$ cat src/rtl/dice_pkg.sv
// Shared definitions for the dice_multi_roll custom instruction.
// Covers die codes, face/mask lookups, FSM states and result-word field positions.
package dice_pkg;

    localparam int unsigned CI_W       = 32;
    localparam int unsigned CODE_W     = 4;
    localparam int unsigned DIE_W      = 7;
    localparam int unsigned MOD_W      = 8;

    localparam logic [CODE_W-1:0] DIE_D4      = 4'd0;
    localparam logic [CODE_W-1:0] DIE_D6      = 4'd1;
    localparam logic [CODE_W-1:0] DIE_D8      = 4'd2;
    localparam logic [CODE_W-1:0] DIE_D10     = 4'd3;
    localparam logic [CODE_W-1:0] DIE_D12     = 4'd4;
    localparam logic [CODE_W-1:0] DIE_D20     = 4'd5;
    localparam logic [CODE_W-1:0] DIE_D100    = 4'd6;
    localparam logic [CODE_W-1:0] DIE_INVALID = 4'd7;

    localparam int unsigned RES_SUM_LSB = 0;
    localparam int unsigned RES_SUM_W   = 16;
    localparam int unsigned RES_MAX_LSB = 16;
    localparam int unsigned RES_MIN_LSB = 23;
    localparam int unsigned RES_ERR_BIT = 31;

    typedef enum logic [1:0] {
        ST_IDLE    = 2'd0,
        ST_COLLECT = 2'd1,
        ST_CHECK   = 2'd2,
        ST_FINISH  = 2'd3
    } state_t;

    function automatic logic [DIE_W-1:0] die_faces(input logic [CODE_W-1:0] code);
        logic [DIE_W-1:0] f;
        unique case (code)
            DIE_D4:   f = 7'd4;
            DIE_D6:   f = 7'd6;
            DIE_D8:   f = 7'd8;
            DIE_D10:  f = 7'd10;
            DIE_D12:  f = 7'd12;
            DIE_D20:  f = 7'd20;
            DIE_D100: f = 7'd100;
            default:  f = 7'd0;
        endcase
        return f;
    endfunction

    // Smallest all-ones mask covering faces-1, so rejections stay below 50%.
    function automatic logic [DIE_W-1:0] die_mask(input logic [CODE_W-1:0] code);
        logic [DIE_W-1:0] m;
        unique case (code)
            DIE_D4:   m = 7'd3;
            DIE_D6:   m = 7'd7;
            DIE_D8:   m = 7'd7;
            DIE_D10:  m = 7'd15;
            DIE_D12:  m = 7'd15;
            DIE_D20:  m = 7'd31;
            DIE_D100: m = 7'd127;
            default:  m = 7'd0;
        endcase
        return m;
    endfunction

endpackage

$ cat src/rtl/dice_multi_roll_if.sv
// Nios custom-instruction handshake bundle for dice_multi_roll.
interface dice_multi_roll_if;
    import dice_pkg::*;

    logic            clk_en;
    logic            start;
    logic [CI_W-1:0] dataa;
    logic [CI_W-1:0] datab;
    logic [CI_W-1:0] result;
    logic            done;

    modport master (output clk_en, start, dataa, datab, input result, done);
    modport slave  (input clk_en, start, dataa, datab, output result, done);

endinterface

$ cat src/rtl/rng_bit_sipo.sv
// MSB-first serial-to-parallel collector for the entropy bit stream.
module rng_bit_sipo #(
    parameter int unsigned RAND_W = 7
) (
    input  logic              clk,
    input  logic              reset_n,
    input  logic              clear,
    input  logic              shift_en,
    input  logic              bit_in,
    output logic [RAND_W-1:0] sample,
    output logic              sample_ready_c
);

    localparam int unsigned CNT_W = $clog2(RAND_W + 1);

    logic [CNT_W-1:0] count;

    always_ff @(posedge clk or negedge reset_n) begin
        if (!reset_n) begin
            sample <= '0;
            count  <= '0;
        end else if (clear) begin
            sample <= '0;
            count  <= '0;
        end else if (shift_en) begin
            sample <= {sample[RAND_W-2:0], bit_in};
            count  <= count + CNT_W'(1);
        end
    end

    // High when the bit being shifted this cycle completes the sample.
    assign sample_ready_c = shift_en && (count == CNT_W'(RAND_W - 1));

endmodule

$ cat src/rtl/dice_multi_roll.sv
// Multi-dice roll custom instruction: rejection-sampled dice from serial entropy plus modifier.
// Define DICE_ROLL_STATS_EN to add per-instruction min/max die tracking in result[29:16].
module dice_multi_roll
    import dice_pkg::*;
#(
    parameter int unsigned RAND_W   = 7,
    parameter int unsigned MAX_DICE = 8,
    parameter int unsigned SUM_W    = 16
) (
    input  logic               clk,
    input  logic               reset_n,
    dice_multi_roll_if.slave   ci,
    input  logic               i_rand_bit,
    input  logic               i_rand_valid,
    output logic               o_stop
);

    localparam int unsigned TOT_W = SUM_W + 1;

    state_t            state;
    logic [CODE_W-1:0] die_code;
    logic [3:0]        dice_left;
    logic [MOD_W-1:0]  modifier;
    logic [SUM_W-1:0]  acc;
    logic [CI_W-1:0]   result_q;
    logic              done_q;
    logic              stop_q;

    logic [RAND_W-1:0] sample;
    logic              sample_ready_c;
    logic              shift_en_c;
    logic              clear_c;
    logic              req_err_c;
    logic [RAND_W-1:0] v_c;
    logic              accept_c;
    logic [DIE_W-1:0]  die_c;
    logic [SUM_W-1:0]  acc_next_c;
    logic signed [TOT_W-1:0] total_c;
    logic [CI_W-1:0]   final_word_c;
    logic              unused_bits_c;

`ifdef DICE_ROLL_STATS_EN
    logic [DIE_W-1:0]  max_q;
    logic [DIE_W-1:0]  min_q;
    logic [DIE_W-1:0]  max_next_c;
    logic [DIE_W-1:0]  min_next_c;
`endif

    assign shift_en_c = ci.clk_en && (state == ST_COLLECT) && i_rand_valid;
    assign clear_c    = ci.clk_en && (((state == ST_IDLE) && ci.start) || (state == ST_CHECK));

    rng_bit_sipo #(.RAND_W(RAND_W)) u_sipo (
        .clk            (clk),
        .reset_n        (reset_n),
        .clear          (clear_c),
        .shift_en       (shift_en_c),
        .bit_in         (i_rand_bit),
        .sample         (sample),
        .sample_ready_c (sample_ready_c)
    );

    assign unused_bits_c = ^{ci.dataa[CI_W-1:8], ci.datab[CI_W-1:8]};

    assign req_err_c = (ci.dataa[3:0] >= DIE_INVALID) ||
                       (ci.dataa[7:4] == 4'd0)        ||
                       (ci.dataa[7:4] > 4'(MAX_DICE));

    // Rejection sampling and running-sum datapath.
    always_comb begin
        v_c        = sample & RAND_W'(die_mask(die_code));
        accept_c   = v_c < RAND_W'(die_faces(die_code));
        die_c      = DIE_W'(v_c) + 7'd1;
        acc_next_c = acc + SUM_W'(die_c);
        total_c    = $signed({1'b0, acc_next_c}) +
                     $signed({{(TOT_W-MOD_W){modifier[MOD_W-1]}}, modifier});
    end

`ifdef DICE_ROLL_STATS_EN
    assign max_next_c = (die_c > max_q) ? die_c : max_q;
    assign min_next_c = (die_c < min_q) ? die_c : min_q;
`endif

    // Result word for the final accepted die; negative totals clamp to zero.
    always_comb begin
        final_word_c = '0;
        if (!total_c[TOT_W-1]) begin
            final_word_c[RES_SUM_LSB +: RES_SUM_W] = RES_SUM_W'(total_c[TOT_W-2:0]);
        end
`ifdef DICE_ROLL_STATS_EN
        final_word_c[RES_MAX_LSB +: DIE_W] = max_next_c;
        final_word_c[RES_MIN_LSB +: DIE_W] = min_next_c;
`endif
    end

    always_ff @(posedge clk or negedge reset_n) begin
        if (!reset_n) begin
            state     <= ST_IDLE;
            die_code  <= '0;
            dice_left <= '0;
            modifier  <= '0;
            acc       <= '0;
            result_q  <= '0;
            done_q    <= 1'b0;
            stop_q    <= 1'b1;
`ifdef DICE_ROLL_STATS_EN
            max_q     <= '0;
            min_q     <= '0;
`endif
        end else if (!ci.clk_en) begin
            done_q <= 1'b0;
        end else begin
            done_q <= 1'b0;
            unique case (state)
                ST_IDLE: begin
                    stop_q <= 1'b1;
                    if (ci.start) begin
                        die_code  <= ci.dataa[3:0];
                        dice_left <= ci.dataa[7:4];
                        modifier  <= ci.datab[MOD_W-1:0];
                        acc       <= '0;
`ifdef DICE_ROLL_STATS_EN
                        max_q     <= '0;
                        min_q     <= '1;
`endif
                        if (req_err_c) begin
                            state    <= ST_FINISH;
                            done_q   <= 1'b1;
                            result_q <= CI_W'(1) << RES_ERR_BIT;
                        end else begin
                            state  <= ST_COLLECT;
                            stop_q <= 1'b0;
                        end
                    end
                end
                ST_COLLECT: begin
                    if (sample_ready_c) state <= ST_CHECK;
                end
                ST_CHECK: begin
                    state <= ST_COLLECT;
                    if (accept_c) begin
                        acc       <= acc_next_c;
                        dice_left <= dice_left - 4'd1;
`ifdef DICE_ROLL_STATS_EN
                        max_q     <= max_next_c;
                        min_q     <= min_next_c;
`endif
                        if (dice_left == 4'd1) begin
                            state    <= ST_FINISH;
                            done_q   <= 1'b1;
                            result_q <= final_word_c;
                            stop_q   <= 1'b1;
                        end
                    end
                end
                ST_FINISH: begin
                    state <= ST_IDLE;
                end
                default: begin
                    state <= ST_IDLE;
                end
            endcase
        end
    end

    assign ci.result = result_q;
    assign ci.done   = done_q;
    assign o_stop    = stop_q;

endmodule

$ cat src/flat_wrapper.sv
// flat-port wrapper written by rule: the top's interface ports become plain ports
module dice_multi_roll_flat import dice_pkg::*;
#(
    parameter int unsigned RAND_W   = 7,
    parameter int unsigned MAX_DICE = 8,
    parameter int unsigned SUM_W    = 16
)
  (clk, reset_n, i_rand_bit, i_rand_valid, o_stop, ci_clk_en, ci_start, ci_dataa, ci_datab, ci_result, ci_done);
  dice_multi_roll_if ci_i ();
  input  logic clk;
  input  logic reset_n;
  input  logic i_rand_bit;
  input  logic i_rand_valid;
  output logic o_stop;
  input wire logic [$bits(ci_i.clk_en)-1:0] ci_clk_en;
  input wire logic [$bits(ci_i.start)-1:0] ci_start;
  input wire logic [$bits(ci_i.dataa)-1:0] ci_dataa;
  input wire logic [$bits(ci_i.datab)-1:0] ci_datab;
  output wire logic [$bits(ci_i.result)-1:0] ci_result;
  output wire logic [$bits(ci_i.done)-1:0] ci_done;
  assign ci_i.clk_en = ci_clk_en;
  assign ci_i.start = ci_start;
  assign ci_i.dataa = ci_dataa;
  assign ci_i.datab = ci_datab;
  assign ci_result = ci_i.result;
  assign ci_done = ci_i.done;
  dice_multi_roll #(.RAND_W(RAND_W), .MAX_DICE(MAX_DICE), .SUM_W(SUM_W)) u_core (.clk(clk), .reset_n(reset_n), .ci(ci_i), .i_rand_bit(i_rand_bit), .i_rand_valid(i_rand_valid), .o_stop(o_stop));
endmodule
$ cat config.mk
export PLATFORM = sky130hd
export DESIGN_NAME = dice_multi_roll_flat
export DESIGN_NICKNAME = d
export VERILOG_FILES = /design/src/rtl/dice_pkg.sv /design/src/rtl/dice_multi_roll_if.sv /design/src/rtl/rng_bit_sipo.sv /design/src/rtl/dice_multi_roll.sv /design/src/flat_wrapper.sv
export SDC_FILE = /design/constraint.sdc
export NUM_CORES = 1
export LEC_CHECK = 0
export CAP_MARGIN = 20
export CORE_MARGIN = 1.5
export CORE_UTILIZATION = 45
export DETAILED_ROUTE_END_ITERATION = 8
export HOLD_SLACK_MARGIN = 0.12
export PLACE_DENSITY = 0.77
export SLEW_MARGIN = 30
export SYNTH_ARGS = -nofsm -noshare
export SYNTH_HDL_FRONTEND = slang
export SYNTH_HIERARCHICAL = 1
export SYNTH_SLANG_ARGS = --single-unit
$ cat constraint.sdc
create_clock -name clk -period 5.1 [get_ports clk]
set_input_delay 0.765 -clock clk [delete_from_list [all_inputs] [get_ports clk]]
set_output_delay 0.765 -clock clk [all_outputs]
set_load 0.05 [all_outputs]
==> results of run 1 <==
-- cell usage in the layout (no fill, tap or decap), types with 4 or more instances in the layout --
master,n
dfrtp_1,61
clkdlybuf4s50_1,39
ha_1,35
nand2_1,34
nor2_1,33
a21oi_1,31
o21ai_0,25
inv_1,21
nand3_1,15
xnor2_1,15
conb_1,15
xor2_1,14
clkbuf_8,13
nor3_1,13
nand2b_1,12
mux2_4,10
o2bb2ai_2,10
mux2i_1,9
buf_4,9
a21o_1,7
and3_1,7
nor2b_1,6
or3_1,6
a22o_1,5
and2_1,4
a31oi_1,4
nand4_1,4
o2bb2ai_1,4
a211o_1,4
-- cell usage after synthesis, drive strengths merged, types with 2 or more instances --
cell	instances	area share (%)
a211o	4	0.75
a211oi	2	0.32
a21boi	2	0.32
a21o	7	1.1
a21oi	31	3.3
a22o	5	0.93
a31oi	6	0.93
and2	4	0.53
and3	7	0.93
and4	2	0.37
buf	28	4.7
clkbuf	5	0.40
dfrtp	62	33
fa	2	0.85
ha	35	9.3
inv	21	1.7
mux2	12	3.7
mux2i	10	2.2
nand2	34	2.7
nand2b	12	1.6
nand3	15	1.6
nand3b	2	0.32
nand4	4	0.53
nor2	36	3.2
nor2b	7	0.93
nor3	14	1.6
nor3b	3	0.59
o2111ai	2	0.37
o211ai	3	0.48
o21a	3	0.48
o21ai	28	3.0
o22a	2	0.37
o2bb2ai	14	3.9
o31a	2	0.37
o31ai	3	0.48
o32a	3	0.91
or2	2	0.27
or3	6	0.80
xnor2	16	3.0
xor2	14	2.6
-- final cells by class --
type / instances / area, sq um
fill: 894 / 4850
multi-input combinational: 387 / 2880
sequential: 63 / 1580
timing repair buffer: 50 / 483
clock buffer: 16 / 190
tap: 136 / 170
inverter: 21 / 78.8
-- cells by family (layout without fill, tap and decap cells) --
logic type | Yosys count | count (layout)
adder cells (fa/ha/maj) | 37 | 37
XOR/XNOR | 30 | 30
flip-flops | 63 | 63
other | 1 | 15
AO/OA/AOI/OAI | 129 | 129
buffers and inverters | 54 | 87
AND/OR/NAND/NOR | 154 | 154
multiplexers | 22 | 22
-- report_power, final --
group	internal, mW	switching [mW]	leakage, nW
clock	0.231	0.194	0.0970
combinational	0.506	0.635	1.51
sequential	0.623	0.167	0.827
-- routing by layer --
metal	GRT usage [%]	up-vias
met5	0	-
met4	7.53	0
met3	3.18	16
met2	30.9	86
met1	24.8	1800
li1	-	1828
-- repair_timing --
action                     CTS  global route
setup endpoints to repair    0            16
setup buffers                0             1
resized for setup            0             5
-- registers in the layout, summed over array words and instances (netlist names) --
name / count
u_core/acc: 16
u_core/ci.done: 1
u_core/ci.result: 17
u_core/dice_left: 4
u_core/die_code: 4
u_core/modifier: 8
u_core/o_stop: 1
u_core/state: 2
u_core/u_sipo/count: 3
u_core/u_sipo/sample: 7
-- how the worst max path moves through the flow --
stage,to,slack [ns],cells after the start
CTS,u_core/ci.result[0]$_DFFE_PN0P_,0.21,19
detailed placement,u_core/ci.result[7]$_DFFE_PN0P_,0.26,19
floorplan,u_core/ci.result[11]$_DFFE_PN0P_,0.50,19
global route,u_core/ci.result[7]$_DFFE_PN0P_,0.003,18
global placement,u_core/ci.result[7]$_DFFE_PN0P_,0.37,19
finish,u_core/ci.result[0]$_DFFE_PN0P_,0.29,19
==> impl_metrics.py, run 1 <==
metrics = {
    "setup_path": {
        "critPathMaxStageDelay_ns": 0.51,
        "cp.arrival_ns": 5.03,
        "path_max_fanout": 16,
        "reg2reg_depth": 19,
        "critPathTopFamily": "compound AO/OA/AOI/OAI gates",
        "start_kind": "flop",
        "cp.required_ns": 5.32,
        "reg2reg_from": "u_core/die_code[1]$_DFFE_PN0P_",
        "r2r-end": "u_core/ci.result[0]$_DFFE_PN0P_",
        "path_class": "flop to flop",
        "cp-end-kind": "flop",
        "timing.critical_path.cells": "a31oi_2, nand2_1, and4bb_2, nand2_1, xnor2_1, ha_1, a21oi_1, o21ai_0, a31oi_2, o221ai_4, and2_1, xor2_1, ha_1, a21o_1, a2111oi_1, o2bb2ai_1, mux2i_2, buf_12, o2bb2ai_1",
        "crit_start": "u_core/die_code[1]$_DFFE_PN0P_",
        "ff2ff_setup_slack_ns": 0.29,
        "crit_slowest_cell": "dfrtp_1",
        "crit_buf_inv": 1,
    },
    "layout": {
        "drive_gt1_share_pct": 11.9,
        "finalNonFillerCells": 673,
        "diodes": 0,
        "areaGrowthSynthToFinish_pct": 14.7,
        "utilization_pct": 52.6,
        "nets": 639,
        "design_area_sq_um": 5380,
    },
    "min_path": {
        "min_from": "u_core/ci.result[1]$_DFFE_PN0P_",
        "hold_class": "flop to flop",
        "hold_path_end": "u_core/ci.result[1]$_DFFE_PN0P_",
        "worstHoldPathCells": 1,
    },
    "detailed_routing": {
        "drtIter0Drc": 230,
        "drc": 0,
        "postRouteAntennaNets": 0,
        "via_per_inst": 5.54,
        "dr_wl_met3_um": 386,
        "wirelength_met1_um": 4620,
        "top_layer": "met4",
        "dr.pass1.iters": 5,
        "drt_wl_total_um": 10000,
        "wl_met2_um": 4820,
        "wl_per_cell_um": 14.9,
        "vias": 3730,
    },
    "sta": {
        "setup-tns-final_ns": 0,
        "rsz0062_at_grt": "no",
        "fin_crit_ns": 4.81,
        "hold_ws_ns": 0.491,
        "fin_skew_ns": 0.0117,
        "fin_crit_sh_pct": 94.4,
        "finalHoldViolCount": 0,
        "slew_viol_final": 0,
        "setup_viol": 0,
        "max_clock_freq_mhz": 208,
        "tightest_slew_ns": 0.808,
        "fin_ws_ns": 0.288,
        "maxSlewHeadroom_pct": 46.2,
    },
    "floorplanning": {
        "fp-row-count": 37,
        "dieArea_sq_um": 11000,
        "chipWidth_um": 105,
        "start_util_pct": 45.9,
        "pin_count": 104,
        "die_y_um": 105,
        "core_area_sq_um": 10200,
    },
    "yosys": {
        "syn_area_sq_um": 4690,
        "ys_seq_area_share_pct": 33.6,
        "synth_seq_cells": 63,
        "synth_top_family_by_area": "compound AO/OA/AOI/OAI gates",
        "synth-simple-area-share_pct": 17.1,
        "synth_cell_types": 71,
        "synth-compound-area-share_pct": 20.7,
        "synth_cells": 490,
        "synth_xor_area_share_pct": 5.60,
        "ys.flop_type": "dfrtp_1",
        "synth_area_per_cell_sq_um": 9.58,
        "async_flop_share_pct": 100,
        "synth-warning-count": 6,
        "synth_fa_ha_area_share_pct": 10.2,
        "synth_edf_count": 0,
        "synth_mux_area_share_pct": 5.89,
    },
    "cts": {
        "cts_hold_repair.buffers": 0,
        "cts.sinks": 63,
        "ctsLongestPathBuffers": 2,
        "cts-htree-levels": 3,
        "insertion_delay_ns": 0.35,
        "clkTransAtPathRegs_ns": 0.07,
        "root_buffer": "clkbuf_8",
        "cts_tree": "done",
        "tritoncts.num_buffers": 9,
    },
    "global_routing": {
        "grt_max_degree": 64,
        "overflow": 0,
        "grt_pass1_wl_um": 16700,
        "antenna_found_initial": 0,
        "grt_pass1_vias": 3541,
        "grt_use_total_pct": 18.9,
    },
    "place": {
        "dpl.cell_count": 656,
        "routabilityCongestion": 0.868,
        "dp_slack_ns": 0.256,
        "dp_hpwl_um": 7320,
        "port_buffers": 40,
        "dpl_cell_area_sq_um": 5150,
    },
    "pwr": {
        "p_leak_nw": 2.43,
        "ir_worst_vdd_v": 0.000284,
        "pwr_density_cell_nw_per_um2": 438,
        "fin_total_pwr_mw": 2.36,
    },
    "outcome": {
        "status": "completed",
    },
    "run": {
        "cap_violations": 0,
    },
}
No activity file was read; power rests on OpenSTA's default activity.
==> inputs of run 2 (changes only) <==
- CAP_MARGIN: 20 -> not set
- CORE_ASPECT_RATIO: not set -> 0.7
- RECOVER_POWER: not set -> 25
==> run 2 against run 1 <==
Compared with the run above: the run now ends with max-capacitance violations, max-slew violations left; sequential share of layout area shrank 0.40 points; first-iteration DRC count is 19% higher; clock-buffer cell count down 3; non-clock buffer count is 2 higher; worst hold slack lost 0.00073 ns; final area grew 1.4%; critical path depth increased by 2; clock power is 35% higher; critical path type unchanged.
==> impl_metrics.py, run 2 (same netlist as run 1, synthesis figures left out) <==
metrics = {
    "outcome": {
        "status": "complete, but fails checks",
        "violations": "max-capacitance violations, max-slew violations",
    },
    "pwr": {
        "pwr_density_cell_nw_per_um2": 459,
        "p_leak_nw": 2.46,
        "fin_total_pwr_mw": 2.51,
        "ir_worst_vdd_v": 0.000265,
    },
    "floorplanning": {
        "pin_count": 104,
        "core_area_sq_um": 9910,
        "start_util_pct": 47.3,
        "die_y_um": 88.4,
        "chipWidth_um": 125,
        "dieArea_sq_um": 11100,
        "fp-row-count": 30,
    },
    "min_path": {
        "hold_class": "flop to flop",
    },
    "detailed_routing": {
        "wl_per_cell_um": 15.7,
        "dr.pass1.iters": 5,
        "drtIter0Drc": 274,
        "drt_wl_total_um": 10500,
        "drc": 0,
        "postRouteAntennaNets": 0,
        "vias": 3810,
        "via_per_inst": 5.71,
    },
    "sta": {
        "tightest_slew_ns": 3.39,
        "hold_ws_ns": 0.491,
        "finalHoldViolCount": 0,
        "fin_skew_ns": 0.00389,
        "setup_viol": 0,
        "fin_ws_ns": 0.313,
        "rsz0062_at_grt": "no",
        "max_clock_freq_mhz": 209,
        "fin_crit_ns": 4.79,
        "setup-tns-final_ns": 0,
        "slew_viol_final": 64,
        "fin_crit_sh_pct": 93.9,
        "maxSlewHeadroom_pct": -126,
    },
    "layout": {
        "largest_reg_flops": 17,
        "regArea_sq_um": 1580,
        "diodes": 0,
        "drive_gt1_share_pct": 11.9,
        "layout_common_cells": "dfrtp_1 (61), clkdlybuf4s50_1 (39), ha_1 (35)",
        "nets": 641,
        "final_common_cell": "dfrtp_1",
        "finalNonFillerCells": 667,
        "areaGrowthSynthToFinish_pct": 16.3,
        "multiInputGateArea_sq_um": 2870,
        "fillers": 906,
    },
    "cts": {
        "cts.sinks": 63,
        "cts-htree-levels": 3,
        "insertion_delay_ns": 0.33,
        "tritoncts.num_buffers": 9,
        "ctsLongestPathBuffers": 2,
        "clkTransAtPathRegs_ns": 0.05,
        "root_buffer": "clkbuf_16",
        "cts_tree": "done",
        "cts_hold_repair.buffers": 0,
    },
    "global_routing": {
        "grt_use_total_pct": 20.2,
        "antenna_found_initial": 0,
        "grt_pass1_wl_um": 18100,
        "overflow": 0,
        "grt_max_degree": 64,
        "grt_pass1_vias": 3775,
    },
    "setup_path": {
        "path_max_fanout": 14,
        "start_kind": "flop",
        "cp-end-kind": "flop",
        "cp.required_ns": 5.32,
        "path_class": "flop to flop",
        "cp.arrival_ns": 5.01,
    },
    "place": {
        "dpl.cell_count": 649,
        "dp_slack_ns": 0.238,
        "dp_hpwl_um": 7680,
        "port_buffers": 40,
        "routabilityCongestion": 0.872,
    },
    "run": {
        "cap_violations": 1,
    },
}
==> run 2: cell count changes in the layout (fill, tap and decap cells not counted), sizes merged <==
cell,before,now
clkbuf,16,14
clkinv,0,2
buf,11,12
clkinvlp,0,1
==> run 2: final cells by class <==
class / count / share of cell area (%)
Clock buffer: 13 / 4.77
Clock inverter: 3 / 0.321
Inverter: 21 / 1.44
Multi-Input combinational cell: 387 / 52.5
Sequential cell: 63 / 28.9
Tap cell: 128 / 2.94
Timing Repair Buffer: 52 / 9.06
==> run 2: stage by stage <==
step                      utilization (%)  cell area, sq um
after floorplan                         -              4740
after global placement               52.0              5150
after CTS                            54.8              5430
final                                55.1              5460
after global routing                 55.1              5460
after detailed placement             52.0              5150
==> run 2: path summary, 6_finish.rpt <==
path,start,endpoint,slack (ns),depth (start not counted)
max,u_core/die_code[0]$_DFFE_PN0P_,u_core/ci.result[1]$_DFFE_PN0P_,0.31,21
min,u_core/ci.result[0]$_DFFE_PN0P_,u_core/ci.result[0]$_DFFE_PN0P_,0.49,1
max reg2reg,u_core/die_code[0]$_DFFE_PN0P_,u_core/ci.result[1]$_DFFE_PN0P_,0.31,21
min reg2reg,u_core/ci.result[0]$_DFFE_PN0P_,u_core/ci.result[0]$_DFFE_PN0P_,0.49,1
max in group asynchronous,reset_n,u_core/die_code[2]$_DFFE_PN0P_,1.28,2
min in group asynchronous,reset_n,u_core/state[0]$_DFFE_PN0P_,1.68,2
==> run 2: what timing repair did <==
| action | CTS | global route |
|---|---|---|
| endpoints found under the setup margin | 0 | 16 |
| setup buffers | 0 | 2 |
| resized for setup | 0 | 4 |
==> run 2: routing by layer <==
layer	part of all wire (%)	vias to the layer above	routed length (um)	track usage, %
met3	5.0	17	523	3.87
met4	1.5	0	153	7.44
met5	0	-	0	0
met2	45	123	4750	33.9
li1	-	1836	-	-
met1	48	1834	5070	26.6
==> run 2: power breakdown <==
part | internal [mW] | switching, mW | leakage (nW)
registers | 0.625 | 0.159 | 0.827
clock network | 0.354 | 0.221 | 0.136
logic | 0.512 | 0.636 | 1.50
==> run 2: critical path: stages, from the launching register on <==
cell and delay, ns:
dfrtp_1 0.51, a31oi_1 0.25, nand2_1 0.10, and4bb_2 0.35
nand2_1 0.08, xnor2_1 0.13, ha_1 0.34, a21oi_1 0.16
o21ai_0 0.13, a31oi_2 0.29, o221ai_4 0.21, and2_1 0.22
xor2_1 0.15, ha_1 0.29, buf_4 0.16, nand2_1 0.10
nor3_1 0.08, o31a_1 0.28, o2bb2ai_1 0.20, mux2i_2 0.33
buf_12 0.20, o2bb2ai_1 0.09
==> inputs of run 3 (changes only) <==
- RECOVER_POWER: 25 -> not set
==> run 3 against run 2 <==
Compared with the run above: sequential power about the same; sequential cell count unchanged; clock-buffer cell count did not move; register-to-register slack about the same; the run now ends clean; setup slack hardly changed; clock skew hardly changed; final area about the same; highest routed layer unchanged; via count shrank 0.21%; combinational power hardly changed.
==> impl_metrics.py, run 3 (same netlist as run 1, synthesis figures left out) <==
metrics = {
    "cts": {
        "root_buffer": "clkbuf_16",
        "cts-htree-levels": 3,
        "clkTransAtPathRegs_ns": 0.05,
        "cts.sinks": 63,
        "insertion_delay_ns": 0.33,
        "tritoncts.num_buffers": 9,
        "ctsLongestPathBuffers": 2,
        "cts_tree": "done",
    },
    "floorplanning": {
        "fp-row-count": 30,
        "chipWidth_um": 125,
        "die_y_um": 88.4,
        "dieArea_sq_um": 11100,
        "core_area_sq_um": 9910,
        "start_util_pct": 47.3,
        "pin_count": 104,
    },
    "detailed_routing": {
        "drtIter0Drc": 274,
        "postRouteAntennaNets": 0,
        "via_per_inst": 5.70,
        "dr.pass1.iters": 5,
        "drc": 0,
        "drt_wl_total_um": 10500,
        "vias": 3802,
        "wl_per_cell_um": 15.7,
    },
    "setup_path": {
        "cp_common_cell": "nand2_1",
        "start_kind": "flop",
        "timing.critical_path.cells": "a31oi_1, nand2_1, and4bb_2, nand2_1, xnor2_1, ha_1, a21oi_1, o21ai_0, a31oi_2, o221ai_4, and2_1, xor2_1, ha_1, buf_4, nand2_1, nor3_1, o31a_1, o2bb2ai_1, mux2i_2, buf_12, o2bb2ai_1",
        "critPathMaxStageDelay_ns": 0.51,
        "cp.required_ns": 5.32,
        "ff2ff_setup_slack_ns": 0.31,
        "path_max_fanout": 14,
        "crit_slowest_cell": "dfrtp_1",
        "cp-end-kind": "flop",
        "path_class": "flop to flop",
        "cp.arrival_ns": 5.01,
    },
    "sta": {
        "fin_skew_ns": 0.00386,
        "fin_ws_ns": 0.313,
        "fin_crit_ns": 4.79,
        "hold_ws_ns": 0.491,
        "maxSlewHeadroom_pct": 46.7,
        "rsz0062_at_grt": "no",
        "max_clock_freq_mhz": 209,
        "finalHoldViolCount": 0,
        "fin_crit_sh_pct": 93.9,
        "slew_viol_final": 0,
        "setup-tns-final_ns": 0,
        "setup_viol": 0,
        "tightest_slew_ns": 0.799,
    },
    "layout": {
        "fillers": 904,
        "largest_reg_flops": 17,
        "nets": 641,
        "multiInputGateArea_sq_um": 2870,
        "regArea_sq_um": 1580,
        "final_common_cell": "dfrtp_1",
        "areaGrowthSynthToFinish_pct": 16.3,
        "layout_common_cells": "dfrtp_1 (61), clkdlybuf4s50_1 (39), ha_1 (35)",
        "drive_gt1_share_pct": 12.1,
        "diodes": 0,
    },
    "pwr": {
        "ir_worst_vdd_v": 0.000265,
        "pwr_density_cell_nw_per_um2": 459,
        "p_leak_nw": 2.47,
        "fin_total_pwr_mw": 2.51,
    },
    "min_path": {
        "hold_class": "flop to flop",
    },
    "outcome": {
        "status": "completed",
    },
    "global_routing": {
        "grt_max_degree": 64,
        "grt_use_total_pct": 20.2,
        "overflow": 0,
        "grt_pass1_wl_um": 18100,
        "grt_pass1_vias": 3775,
        "antenna_found_initial": 0,
    },
    "place": {
        "routabilityCongestion": 0.872,
        "dp_hpwl_um": 7680,
        "port_buffers": 40,
        "dp_slack_ns": 0.238,
    },
    "run": {
        "cap_violations": 0,
    },
}
[run 3: final timing paths]
check | to | cells after the start | start
max | u_core/ci.result[1]$_DFFE_PN0P_ | 21 | u_core/die_code[0]$_DFFE_PN0P_
min | u_core/ci.result[0]$_DFFE_PN0P_ | 1 | u_core/ci.result[0]$_DFFE_PN0P_
max reg2reg | u_core/ci.result[1]$_DFFE_PN0P_ | 21 | u_core/die_code[0]$_DFFE_PN0P_
min reg2reg | u_core/ci.result[0]$_DFFE_PN0P_ | 1 | u_core/ci.result[0]$_DFFE_PN0P_
max in group asynchronous | u_core/die_code[2]$_DFFE_PN0P_ | 2 | reset_n
min in group asynchronous | u_core/state[0]$_DFFE_PN0P_ | 2 | reset_n
[run 3: area by class of cell]
class / count / share of cell area (%)
inverters: 21 / 1.44
repair buffers: 52 / 9.12
flip-flops and latches: 63 / 28.9
clock buffers: 13 / 4.77
well taps: 128 / 2.93
multi-input cells: 387 / 52.5
clock inverters: 3 / 0.321
[run 3: critical path, delay by kind of cell, from the launching register on]
family          cells  cell delay, ns
compound gates      8            1.61
xor+xnor            2            0.28
fa+ha+maj           2            0.63
buf+inv             2            0.36
flops               1            0.51
mux                 1            0.33
simple gates        6            0.93
[run 3: what timing repair did]
item                                    CTS  global route
gates resized for setup                   0             4
endpoints found under the hold margin     0             0
setup buffers                             0             2
hold buffers                              0             0
endpoints found under the setup margin    0            16
[run 3: power breakdown]
| group | switching [mW] | internal, mW | leakage, nW | total [mW] |
|---|---|---|---|---|
| Combinational | 0.636 | 0.512 | 1.50 | 1.15 |
| Clock | 0.221 | 0.354 | 0.136 | 0.574 |
| Sequential | 0.160 | 0.624 | 0.827 | 0.784 |
| Total | 1.02 | 1.49 | 2.47 | 2.51 |
[run 3: per-stage QoR]
step	area, sq um	std cells	util [%]
floorplan	4740	504	-
global route	5460	667	55.1
detailed placement	5150	649	52.0
finish	5460	667	55.1
CTS	5430	665	54.8
global placement	5150	649	52.0
[run 3: metal layers]
layer / vias up / global-route usage [%] / share of wire, %
li1: 1834 / - / -
met1: 1832 / 26.6 / 48
met2: 119 / 33.9 / 45
met3: 17 / 3.87 / 4.9
met4: 0 / 7.44 / 1.5
met5: - / 0 / 0
